[src/rtl/spi_slave_param_pkg.sv]
// Shared widths, command codes, clock periods and FSM state encoding for the parametrised SPI slave.
package spi_slave_param_pkg;

    localparam int CMD_BITS     = 8;
    localparam int ADDR_BITS    = 8;
    localparam int PAYLOAD_BITS = 8;

    localparam logic [7:0] CMD_LED_SET = 8'h01;

    localparam int SLAVE_CLK_NS  = 8;
    localparam int MASTER_CLK_NS = 38;

    typedef enum logic [2:0] {
        ST_WAIT_CS = 3'd0,
        ST_IDLE    = 3'd1,
        ST_RX      = 3'd2,
        ST_DONE    = 3'd3
    } state_e;

endpackage

[src/rtl/spi_slave_param_if.sv]
// Pin-level SPI signals plus the parallel response/receive side of the slave, with slave and master views.
interface spi_slave_param_if
    import spi_slave_param_pkg::*;
#(
    parameter int CMD_W     = CMD_BITS,
    parameter int ADDR_W    = ADDR_BITS,
    parameter int PAYLOAD_W = PAYLOAD_BITS
);
    localparam int FRAME_W = CMD_W + ADDR_W + PAYLOAD_W;

    logic                 sclk;
    logic                 cs;
    logic                 mosi;
    logic                 miso;
    logic                 slv_tx_enb;
    logic [FRAME_W-1:0]   i_slv_frame;
    logic                 o_tx_loaded;
    logic [CMD_W-1:0]     o_cmd;
    logic [ADDR_W-1:0]    o_addr;
    logic [PAYLOAD_W-1:0] o_payload;
    logic                 rx_dv;
    logic                 o_frame_err;
    logic                 o_busy;

    modport slave (
        input  sclk, cs, mosi, slv_tx_enb, i_slv_frame,
        output miso, o_tx_loaded, o_cmd, o_addr, o_payload, rx_dv, o_frame_err, o_busy
    );

    modport master (
        output sclk, cs, mosi, slv_tx_enb, i_slv_frame,
        input  miso, o_tx_loaded, o_cmd, o_addr, o_payload, rx_dv, o_frame_err, o_busy
    );

endinterface

[src/rtl/spi_slave_param_sync_edge.sv]
// Multi-stage synchroniser for an asynchronous pin with one-cycle rise/fall strobes on the synced level.
module spi_slave_param_sync_edge #(
    parameter int STAGES = 2
) (
    input  logic clk,
    input  logic rst,
    input  logic d_i,
    output logic q_o,
    output logic rise_o,
    output logic fall_o
);

    logic [STAGES-1:0] sync_q;
    logic              prev_q;

    always_ff @(posedge clk) begin
        if (rst) begin
            sync_q <= '0;
            prev_q <= 1'b0;
        end else begin
            sync_q <= {sync_q[STAGES-2:0], d_i};
            prev_q <= sync_q[STAGES-1];
        end
    end

    assign q_o    = sync_q[STAGES-1];
    assign rise_o = sync_q[STAGES-1] & ~prev_q;
    assign fall_o = ~sync_q[STAGES-1] & prev_q;

endmodule

[src/rtl/spi_slave_param.sv]
// Parametrised SPI slave (all four modes), oversampled in the sysclk domain.
// Defining SPI_SLV_DEBUG_EN adds observation ports for the shifter, bit counter, state and synced MOSI.
//
// state      | meaning
// -----------+----------------------------------------------------------
// ST_WAIT_CS | after reset: wait for synced CS high before arming
// ST_IDLE    | armed, waiting for CS falling edge
// ST_RX      | frame in progress: sample/shift on SCLK strobes
// ST_DONE    | frame complete, extra SCLK edges ignored until CS rises
module spi_slave_param
    import spi_slave_param_pkg::*;
#(
    parameter int CMD_W       = CMD_BITS,
    parameter int ADDR_W      = ADDR_BITS,
    parameter int PAYLOAD_W   = PAYLOAD_BITS,
    parameter bit CPOL        = 1'b0,
    parameter bit CPHA        = 1'b0,
    parameter int SYNC_STAGES = 2
) (
    input  logic                  sysclk,
    input  logic                  rst,
    spi_slave_param_if.slave      bus
`ifdef SPI_SLV_DEBUG_EN
    ,
    output logic [CMD_W+ADDR_W+PAYLOAD_W-1:0]          o_shift_reg_debug,
    output logic [$clog2(CMD_W+ADDR_W+PAYLOAD_W+1)-1:0] o_bit_cnt_debug,
    output logic [2:0]                                 o_stage_debug,
    output logic                                       o_serial_debug
`endif
);

    localparam int FRAME_W = CMD_W + ADDR_W + PAYLOAD_W;
    localparam int CNT_W   = $clog2(FRAME_W + 1);
    localparam logic [CNT_W-1:0] CNT_FULL = CNT_W'(FRAME_W);
    localparam logic [CNT_W-1:0] CNT_LAST = CNT_W'(FRAME_W - 1);

    logic unused_sclk_lvl;
    logic sclk_rise, sclk_fall;
    logic cs_s, cs_rise, cs_fall;
    logic [SYNC_STAGES-1:0] mosi_sync_q;
    logic mosi_s;

    spi_slave_param_sync_edge #(.STAGES(SYNC_STAGES)) u_sclk_sync (
        .clk    (sysclk),
        .rst    (rst),
        .d_i    (bus.sclk),
        .q_o    (unused_sclk_lvl),
        .rise_o (sclk_rise),
        .fall_o (sclk_fall)
    );

    spi_slave_param_sync_edge #(.STAGES(SYNC_STAGES)) u_cs_sync (
        .clk    (sysclk),
        .rst    (rst),
        .d_i    (bus.cs),
        .q_o    (cs_s),
        .rise_o (cs_rise),
        .fall_o (cs_fall)
    );

    always_ff @(posedge sysclk) begin
        if (rst) begin
            mosi_sync_q <= '0;
        end else begin
            mosi_sync_q <= {mosi_sync_q[SYNC_STAGES-2:0], bus.mosi};
        end
    end
    assign mosi_s = mosi_sync_q[SYNC_STAGES-1];

    logic lead_stb, trail_stb, sample_stb, shift_stb;
    assign lead_stb   = CPOL ? sclk_fall : sclk_rise;
    assign trail_stb  = CPOL ? sclk_rise : sclk_fall;
    assign sample_stb = CPHA ? trail_stb : lead_stb;
    assign shift_stb  = CPHA ? lead_stb  : trail_stb;

    state_e               state_q, state_d;
    logic [CNT_W-1:0]     bit_cnt_q, bit_cnt_d;
    logic [FRAME_W-1:0]   rx_sr_q, rx_sr_d;
    logic [FRAME_W-1:0]   tx_sr_q, tx_sr_d;
    logic [CMD_W-1:0]     cmd_q, cmd_d;
    logic [ADDR_W-1:0]    addr_q, addr_d;
    logic [PAYLOAD_W-1:0] payload_q, payload_d;
    logic                 rx_dv_q, rx_dv_d;
    logic                 frame_err_q, frame_err_d;
    logic                 tx_loaded_q, tx_loaded_d;
    logic                 last_sample;

    always_ff @(posedge sysclk) begin
        if (rst) begin
            state_q     <= ST_WAIT_CS;
            bit_cnt_q   <= '0;
            rx_sr_q     <= '0;
            tx_sr_q     <= '0;
            cmd_q       <= '0;
            addr_q      <= '0;
            payload_q   <= '0;
            rx_dv_q     <= 1'b0;
            frame_err_q <= 1'b0;
            tx_loaded_q <= 1'b0;
        end else begin
            state_q     <= state_d;
            bit_cnt_q   <= bit_cnt_d;
            rx_sr_q     <= rx_sr_d;
            tx_sr_q     <= tx_sr_d;
            cmd_q       <= cmd_d;
            addr_q      <= addr_d;
            payload_q   <= payload_d;
            rx_dv_q     <= rx_dv_d;
            frame_err_q <= frame_err_d;
            tx_loaded_q <= tx_loaded_d;
        end
    end

    always_comb begin
        state_d     = state_q;
        bit_cnt_d   = bit_cnt_q;
        rx_sr_d     = rx_sr_q;
        tx_sr_d     = tx_sr_q;
        cmd_d       = cmd_q;
        addr_d      = addr_q;
        payload_d   = payload_q;
        rx_dv_d     = 1'b0;
        frame_err_d = 1'b0;
        tx_loaded_d = 1'b0;
        last_sample = sample_stb && (bit_cnt_q == CNT_LAST);

        unique case (state_q)
            ST_WAIT_CS: begin
                if (cs_s) state_d = ST_IDLE;
            end
            ST_IDLE: begin
                if (cs_fall) begin
                    state_d   = ST_RX;
                    bit_cnt_d = '0;
                    if (bus.slv_tx_enb) begin
                        tx_sr_d     = bus.i_slv_frame;
                        tx_loaded_d = 1'b1;
                    end else begin
                        tx_sr_d = '0;
                    end
                end
            end
            ST_RX: begin
                if (bit_cnt_q == CNT_FULL) begin
                    cmd_d     = rx_sr_q[FRAME_W-1 -: CMD_W];
                    addr_d    = rx_sr_q[PAYLOAD_W +: ADDR_W];
                    payload_d = rx_sr_q[PAYLOAD_W-1:0];
                    rx_dv_d   = 1'b1;
                    state_d   = ST_DONE;
                end else begin
                    if (sample_stb) begin
                        rx_sr_d   = {rx_sr_q[FRAME_W-2:0], mosi_s};
                        bit_cnt_d = bit_cnt_q + CNT_W'(1);
                    end
                    // With CPHA=1 the first leading edge only presents the MSB.
                    if (shift_stb && !(CPHA && (bit_cnt_q == '0))) begin
                        tx_sr_d = {tx_sr_q[FRAME_W-2:0], 1'b0};
                    end
                    // A last-bit sample coinciding with CS release still completes the frame.
                    if (cs_rise && !last_sample) begin
                        state_d     = ST_IDLE;
                        frame_err_d = (bit_cnt_d != '0);
                    end
                end
            end
            ST_DONE: begin
                if (cs_s) state_d = ST_IDLE;
            end
            default: begin
                state_d = ST_WAIT_CS;
            end
        endcase
    end

    assign bus.miso        = (state_q == ST_RX) ? tx_sr_q[FRAME_W-1] : 1'b0;
    assign bus.o_tx_loaded = tx_loaded_q;
    assign bus.o_cmd       = cmd_q;
    assign bus.o_addr      = addr_q;
    assign bus.o_payload   = payload_q;
    assign bus.rx_dv       = rx_dv_q;
    assign bus.o_frame_err = frame_err_q;
    assign bus.o_busy      = (state_q == ST_RX) || (state_q == ST_DONE);

`ifdef SPI_SLV_DEBUG_EN
    assign o_shift_reg_debug = rx_sr_q;
    assign o_bit_cnt_debug   = bit_cnt_q;
    assign o_stage_debug     = state_q;
    assign o_serial_debug    = mosi_s;
`endif

endmodule

[src/flat_wrapper.sv]
// flat-port wrapper written by rule: the top's interface ports become plain ports
module spi_slave_param_flat import spi_slave_param_pkg::*;
#(
    parameter int CMD_W       = CMD_BITS,
    parameter int ADDR_W      = ADDR_BITS,
    parameter int PAYLOAD_W   = PAYLOAD_BITS,
    parameter bit CPOL        = 1'b0,
    parameter bit CPHA        = 1'b0,
    parameter int SYNC_STAGES = 2
)
  (sysclk, rst, bus_sclk, bus_cs, bus_mosi, bus_slv_tx_enb, bus_i_slv_frame, bus_miso, bus_o_tx_loaded, bus_o_cmd, bus_o_addr, bus_o_payload, bus_rx_dv, bus_o_frame_err, bus_o_busy);
  spi_slave_param_if #(.CMD_W(CMD_W), .ADDR_W(ADDR_W), .PAYLOAD_W(PAYLOAD_W)) bus_i ();
  input  logic sysclk;
  input  logic rst;
  input wire logic [$bits(bus_i.sclk)-1:0] bus_sclk;
  input wire logic [$bits(bus_i.cs)-1:0] bus_cs;
  input wire logic [$bits(bus_i.mosi)-1:0] bus_mosi;
  input wire logic [$bits(bus_i.slv_tx_enb)-1:0] bus_slv_tx_enb;
  input wire logic [$bits(bus_i.i_slv_frame)-1:0] bus_i_slv_frame;
  output wire logic [$bits(bus_i.miso)-1:0] bus_miso;
  output wire logic [$bits(bus_i.o_tx_loaded)-1:0] bus_o_tx_loaded;
  output wire logic [$bits(bus_i.o_cmd)-1:0] bus_o_cmd;
  output wire logic [$bits(bus_i.o_addr)-1:0] bus_o_addr;
  output wire logic [$bits(bus_i.o_payload)-1:0] bus_o_payload;
  output wire logic [$bits(bus_i.rx_dv)-1:0] bus_rx_dv;
  output wire logic [$bits(bus_i.o_frame_err)-1:0] bus_o_frame_err;
  output wire logic [$bits(bus_i.o_busy)-1:0] bus_o_busy;
  assign bus_i.sclk = bus_sclk;
  assign bus_i.cs = bus_cs;
  assign bus_i.mosi = bus_mosi;
  assign bus_i.slv_tx_enb = bus_slv_tx_enb;
  assign bus_i.i_slv_frame = bus_i_slv_frame;
  assign bus_miso = bus_i.miso;
  assign bus_o_tx_loaded = bus_i.o_tx_loaded;
  assign bus_o_cmd = bus_i.o_cmd;
  assign bus_o_addr = bus_i.o_addr;
  assign bus_o_payload = bus_i.o_payload;
  assign bus_rx_dv = bus_i.rx_dv;
  assign bus_o_frame_err = bus_i.o_frame_err;
  assign bus_o_busy = bus_i.o_busy;
  spi_slave_param #(.CMD_W(CMD_W), .ADDR_W(ADDR_W), .PAYLOAD_W(PAYLOAD_W), .CPOL(CPOL), .CPHA(CPHA), .SYNC_STAGES(SYNC_STAGES)) u_core (.sysclk(sysclk), .rst(rst), .bus(bus_i));
endmodule
[config.mk]
export PLATFORM = sky130hd
export DESIGN_NAME = spi_slave_param_flat
export DESIGN_NICKNAME = d
export VERILOG_FILES = /design/src/rtl/spi_slave_param_pkg.sv /design/src/rtl/spi_slave_param_if.sv /design/src/rtl/spi_slave_param_sync_edge.sv /design/src/rtl/spi_slave_param.sv /design/src/flat_wrapper.sv
export SDC_FILE = /design/constraint.sdc
export NUM_CORES = 1
export LEC_CHECK = 0
export BUFFER_PORTS_ARGS = -buffer_cell sky130_fd_sc_hd__buf_4
export CORE_MARGIN = 3
export CORE_UTILIZATION = 33
export DETAILED_ROUTE_END_ITERATION = 7
export PLACE_DENSITY_LB_ADDON = 0.2
export SYNTH_ARGS = -nofsm -noshare
export SYNTH_HDL_FRONTEND = slang
export SYNTH_SLANG_ARGS = --single-unit
[constraint.sdc]
create_clock -name sysclk -period 2.1 [get_ports sysclk]
set_input_delay 0.105 -clock sysclk [delete_from_list [all_inputs] [get_ports sysclk]]
set_output_delay 0.105 -clock sysclk [all_outputs]
set_load 0.1 [all_outputs]
Yosys cells after proc, flatten, opt, wreduce, memory -nomap -nowiden. Cells that the tools add are included.

Bits in read-only memories: 0. Memories kept: 0. Bits in writable memories: 0. Word-level logic and storage cells: 74. Latch bits: 0. Output and inout bits: 29. Bits in registers: 91. Bits of input ports: 30.

Equal/unequal tests: 10. Reduce and logical (&&, ||, !) cells: 16. Mux-type cells: 19. Multipliers: 0. Divide/modulo/power cells: 0. Add/subtract/negate cells: 1. Magnitude comparators: 0. Bitwise operators: 13. Shifts and indexed selects: 0.

Operators by type and width (count): $mux 24 (4); $pmux 24 s2 (1); $mux 5 (5); $mux 3 (4); $eq 5x5->1 const B (2); $pmux 5 s2 (1); $not 1->1 (9); $pmux 3 s3 (1); $reduce_and 3->1 (3); $eq 3x2->1 const B (2); $ne 2x1->1 const B (3); $add 5x1->5 const B (1); $reduce_bool 5->1 (1); $and 1x1->1 (4); $reduce_and 4->1 (1); $reduce_or 2->1 (2); $reduce_or 4->1 (1); $eq 3x1->1 const B (1); $logic_not 3->1 (1); $mux 1 (3); $ne 3x1->1 const B (1); $reduce_or 3->1 (1); $logic_and 1x1->1 (2); $ne 2x2->1 const B (1); 4 further kinds (4).

Depth between registers and ports, before layout.
Depth in word-level cells: 8. Gate-level depth with buffers: 9. Mapped depth without buffers: 6.

Hierarchy. A second synthesis with hierarchy kept.

Cells, all modules: 433. Area, all modules: 3728.6 um^2.

Modules (own cells, without submodules): spi_slave_param (cells an instance 417, sequential area each 1681.6 um^2, area an instance 3545.9 um^2, times used 1); spi_slave_param_sync_edge (cells an instance 8, sequential area each 60.1 um^2, area an instance 91.3 um^2, times used 2).

Worst setup path before layout. OpenSTA, ideal clock, no wires.

Path type: flip-flop to output port. From: register u_core.state_q[0]. To: output bus_miso. Setup slack: 0.279 ns. Path buffers: 2. Data required time: 1.995 ns. Arrival time: 1.716 ns. Cell stages (with the launch flop): 6. Path through: dfxtp_1 > inv_1 > ha_1 > buf_6 > clkbuf_1 > and2_1.

Cells in the longest elaborated chain, start to end: 2.

Ends and longest elaborated chain: start: declaration (RTL line spi_slave_param.sv:76) `state_e state_q, state_d;`; start signal: assignment (RTL line spi_slave_param.sv:101) `state_q <= state_d;`; $eq 3x2->1 (RTL line spi_slave_param.sv:175) `assign bus.miso = (state_q == ST_RX) ? tx_sr_q[FRAME_W-1] : 1'b0;`; $mux 1 (RTL line spi_slave_param.sv:175); end: declaration (RTL line flat_wrapper.sv:20) `output wire logic [$bits(bus_i.miso)-1:0] bus_miso;`.

No other way between the ends.

Worst setup path after layout. Ends and elaborated chain as after synthesis.

==> flow_summary.ini <==
[placement]
gp_congestion = 0.784
io_buffers = 58
dp_hpwl_um = 5240
place_ws_ns = 0.266

[worst_setup_path]
worstSetupPathType = reg -> out
cp_max_fo = 27
cpMostUsedCell = buf_4
reg2reg_slack_ns = 0.25
slowest_delay_ns = 0.34
critical_path_required_ns = 2.00
r2r_end = u_core.tx_sr_q[5]
slowest_stage = dfxtp_1
critPathCaptureType = output pin
path_delay_family = buffers and inverters
timing.rr.start = u_core.state_q[1]
endpoint = bus_miso
worstRegToRegCells = 7
cp_cell_sequence = inv_1 -> ha_1 -> buf_4 -> buf_6 -> and2_1 -> buf_4
crit_path_start = u_core.state_q[0]
cp.depth = 6
crit_buf_inv = 4
arrival_ns = 1.82
cp-start-kind = register

[sta]
finClkSkew_ns = 0.00524
rsz0062_at_grt = false
fin_crit_ns = 1.93
setup_tns_ns = 0
maxSlewViolCount = 0
setup_slack_ns = 0.173
finalHoldViolations = 0
max_freq_ghz = 0.519
finalCritPeriodShare = 0.918
tightest_slew_ns = 0.653
max_slew_margin = 0.564
setup_viol = 0

[synth]
synth_nets = 483
ys_seq_area_frac = 0.477
synth-main-ff-cell = dfxtp_1
synth-seq-cells = 90
synthCells = 447
avgSynthCellArea_um2 = 8.44
synth_area_um2 = 3770
synth_cell_type_count = 45
synth_edf_count = 0
yosys_warnings = 0
synthArstFlopShare = 0

[die]
chipWidth_um = 113
rows = 38
die_area_um2 = 12800
coreArea_um2 = 11000
die_h_um = 113
start_util = 0.344
ios = 59

[clock_network]
clkSlewWorstSetupHoldPaths_ns = 0.06
cts_setup_buffers = 0
cts_tree = yes
numCtsBuffers = 9
htreeDepth = 3
cts.path.max_buffers = 2
clock-root-buffer = clkbuf_16
cts_sinks = 90
clk_latency_ns = 0.33

[global_route]
grt_pass1_vias = 2967
use_met1 = 0.179
grt_max_degree = 66
grt_pass1_wl_um = 14200
antenna_found_initial = 0
grt_use_total = 0.135
grt_use_met2 = 0.211
use_met3 = 0.0385
grt_overflow_total = 0
grt-busiest-layer = met2

[cells_and_area]
utilization = 0.424
fill_cells = 1121
multi_input_area_um2 = 1750
regArea_um2 = 1800
final_cell_mix = nand2_1 (104), dfxtp_1 (90), a21oi_1 (74)
nets = 530
drive_above_1_share = 0.197
antennaDiodeCount = 0
final_common_cell = nand2_1
syn_to_final_growth_pct = 23.3

[routing]
drt_pass1_iterations = 4
via_per_inst = 5.02
wl_per_cell_um = 13.1
antenna_left = 0
drc_errors = 0
dr.first_iter.drc_count = 215
vias = 3201
totalWireLength_um = 8390

[min_path]
whs_path_depth = 3
min_path_type = in -> reg

[pwr]
irDropWorstVdd_mv = 0.329
p_leak_uw = 0.00165
powerDensity_nw_per_um2 = 870
total_power_uw = 4050

[status]
status = complete, no violations

[job]
cap_viol_max_count = 0
## how the worst min path moves through the flow
stage                    from                           end
3_5_place_dp         bus_sclk  u_core.u_sclk_sync.sync_q[0]
2_1_floorplan             rst       u_core.u_cs_sync.prev_q
5_1_grt        bus_slv_tx_enb        u_core.bus.o_tx_loaded
4_1_cts        bus_slv_tx_enb        u_core.bus.o_tx_loaded
3_3_place_gp         bus_mosi         u_core.mosi_sync_q[0]
6_report       bus_slv_tx_enb        u_core.bus.o_tx_loaded
## timing repair
action | in CTS | in global routing
resized for setup | 0 | 1
hold buffers | 3 | 0
setup endpoints to repair | 0 | 1
endpoints found under the hold margin | 3 | 0
## power by group
part / switching, uW / internal, uW / total [uW] / leakage, uW
Clock: 643 / 1020 / 1660 / 0.000151
Sequential: 24.8 / 1750 / 1780 / 0.000727
Combinational: 370 / 239 / 610 / 0.000777
## tightest hold or removal path, delay by kind of cell
family / cells / cell delay (ns)
buffers and inverters: 1 / 0.12
and+or+nand+nor: 2 / 0.10
## Yosys cell counts, drive strengths merged (5+ instances only)
| master | number | share of area |
|---|---|---|
| nand2 | 104 | 0.10 |
| dfxtp | 90 | 0.48 |
| a21oi | 75 | 0.10 |
| or3 | 25 | 0.041 |
| o21ai | 24 | 0.032 |
| a22oi | 23 | 0.046 |
| buf | 19 | 0.035 |
| clkbuf | 16 | 0.016 |
| nor2 | 9 | 0.010 |
| nor2b | 9 | 0.017 |
| inv | 8 | 0.0093 |
| ha | 6 | 0.020 |
| o31ai | 5 | 0.0099 |
## logic make-up after synthesis
family          after synthesis  share of synthesized area
fa+ha+maj                     6                     0.0199
flops                        90                      0.477
mux                           2                    0.00796
simple gates                169                      0.222
compound gates              134                      0.205
xor+xnor                      3                    0.00696
buf+inv                      43                     0.0600
## metal layers
layer	vias up	wire [um]
met4	0	98
met2	62	3950
met1	1503	3980
met3	9	357
met5	-	0
li1	1627	-
## registers in the layout, indices dropped and copies added, names as in the netlist
name,flops
u_core.tx_sr_q,24
u_core.u_sclk_sync.sync_q,2
u_core.u_cs_sync.prev_q,1
u_core.mosi_sync_q,2
u_core.u_sclk_sync.prev_q,1
u_core.bit_cnt_q,5
u_core.state_q,2
u_core.bus.rx_dv,1
u_core.rx_sr_q,24
u_core.u_cs_sync.sync_q,2
u_core.bus.o_cmd,8
u_core.bus.o_addr,8
u_core.bus.o_frame_err,1
u_core.bus.o_payload,8
u_core.bus.o_tx_loaded,1
## area by class of cell
class | instances | area share
repair buffers | 71 | 0.125
flip-flops and latches | 90 | 0.387
inverters | 8 | 0.00753
clock buffers | 12 | 0.0573
multi-input cells | 314 | 0.375
clock inverters | 3 | 0.00995
well taps | 140 | 0.0377
## stage by stage
stage               instance area, um2  hold WS [ns]  std cells
finish                            4650        0.0371        638
global route                      4650        0.0271        638
CTS                               4650        0.0241        638
detailed placement                4310         0.324        620
global placement                  4310         0.315        620
floorplan                         3770         0.188        447
Power figures use the tool's default switching activity.
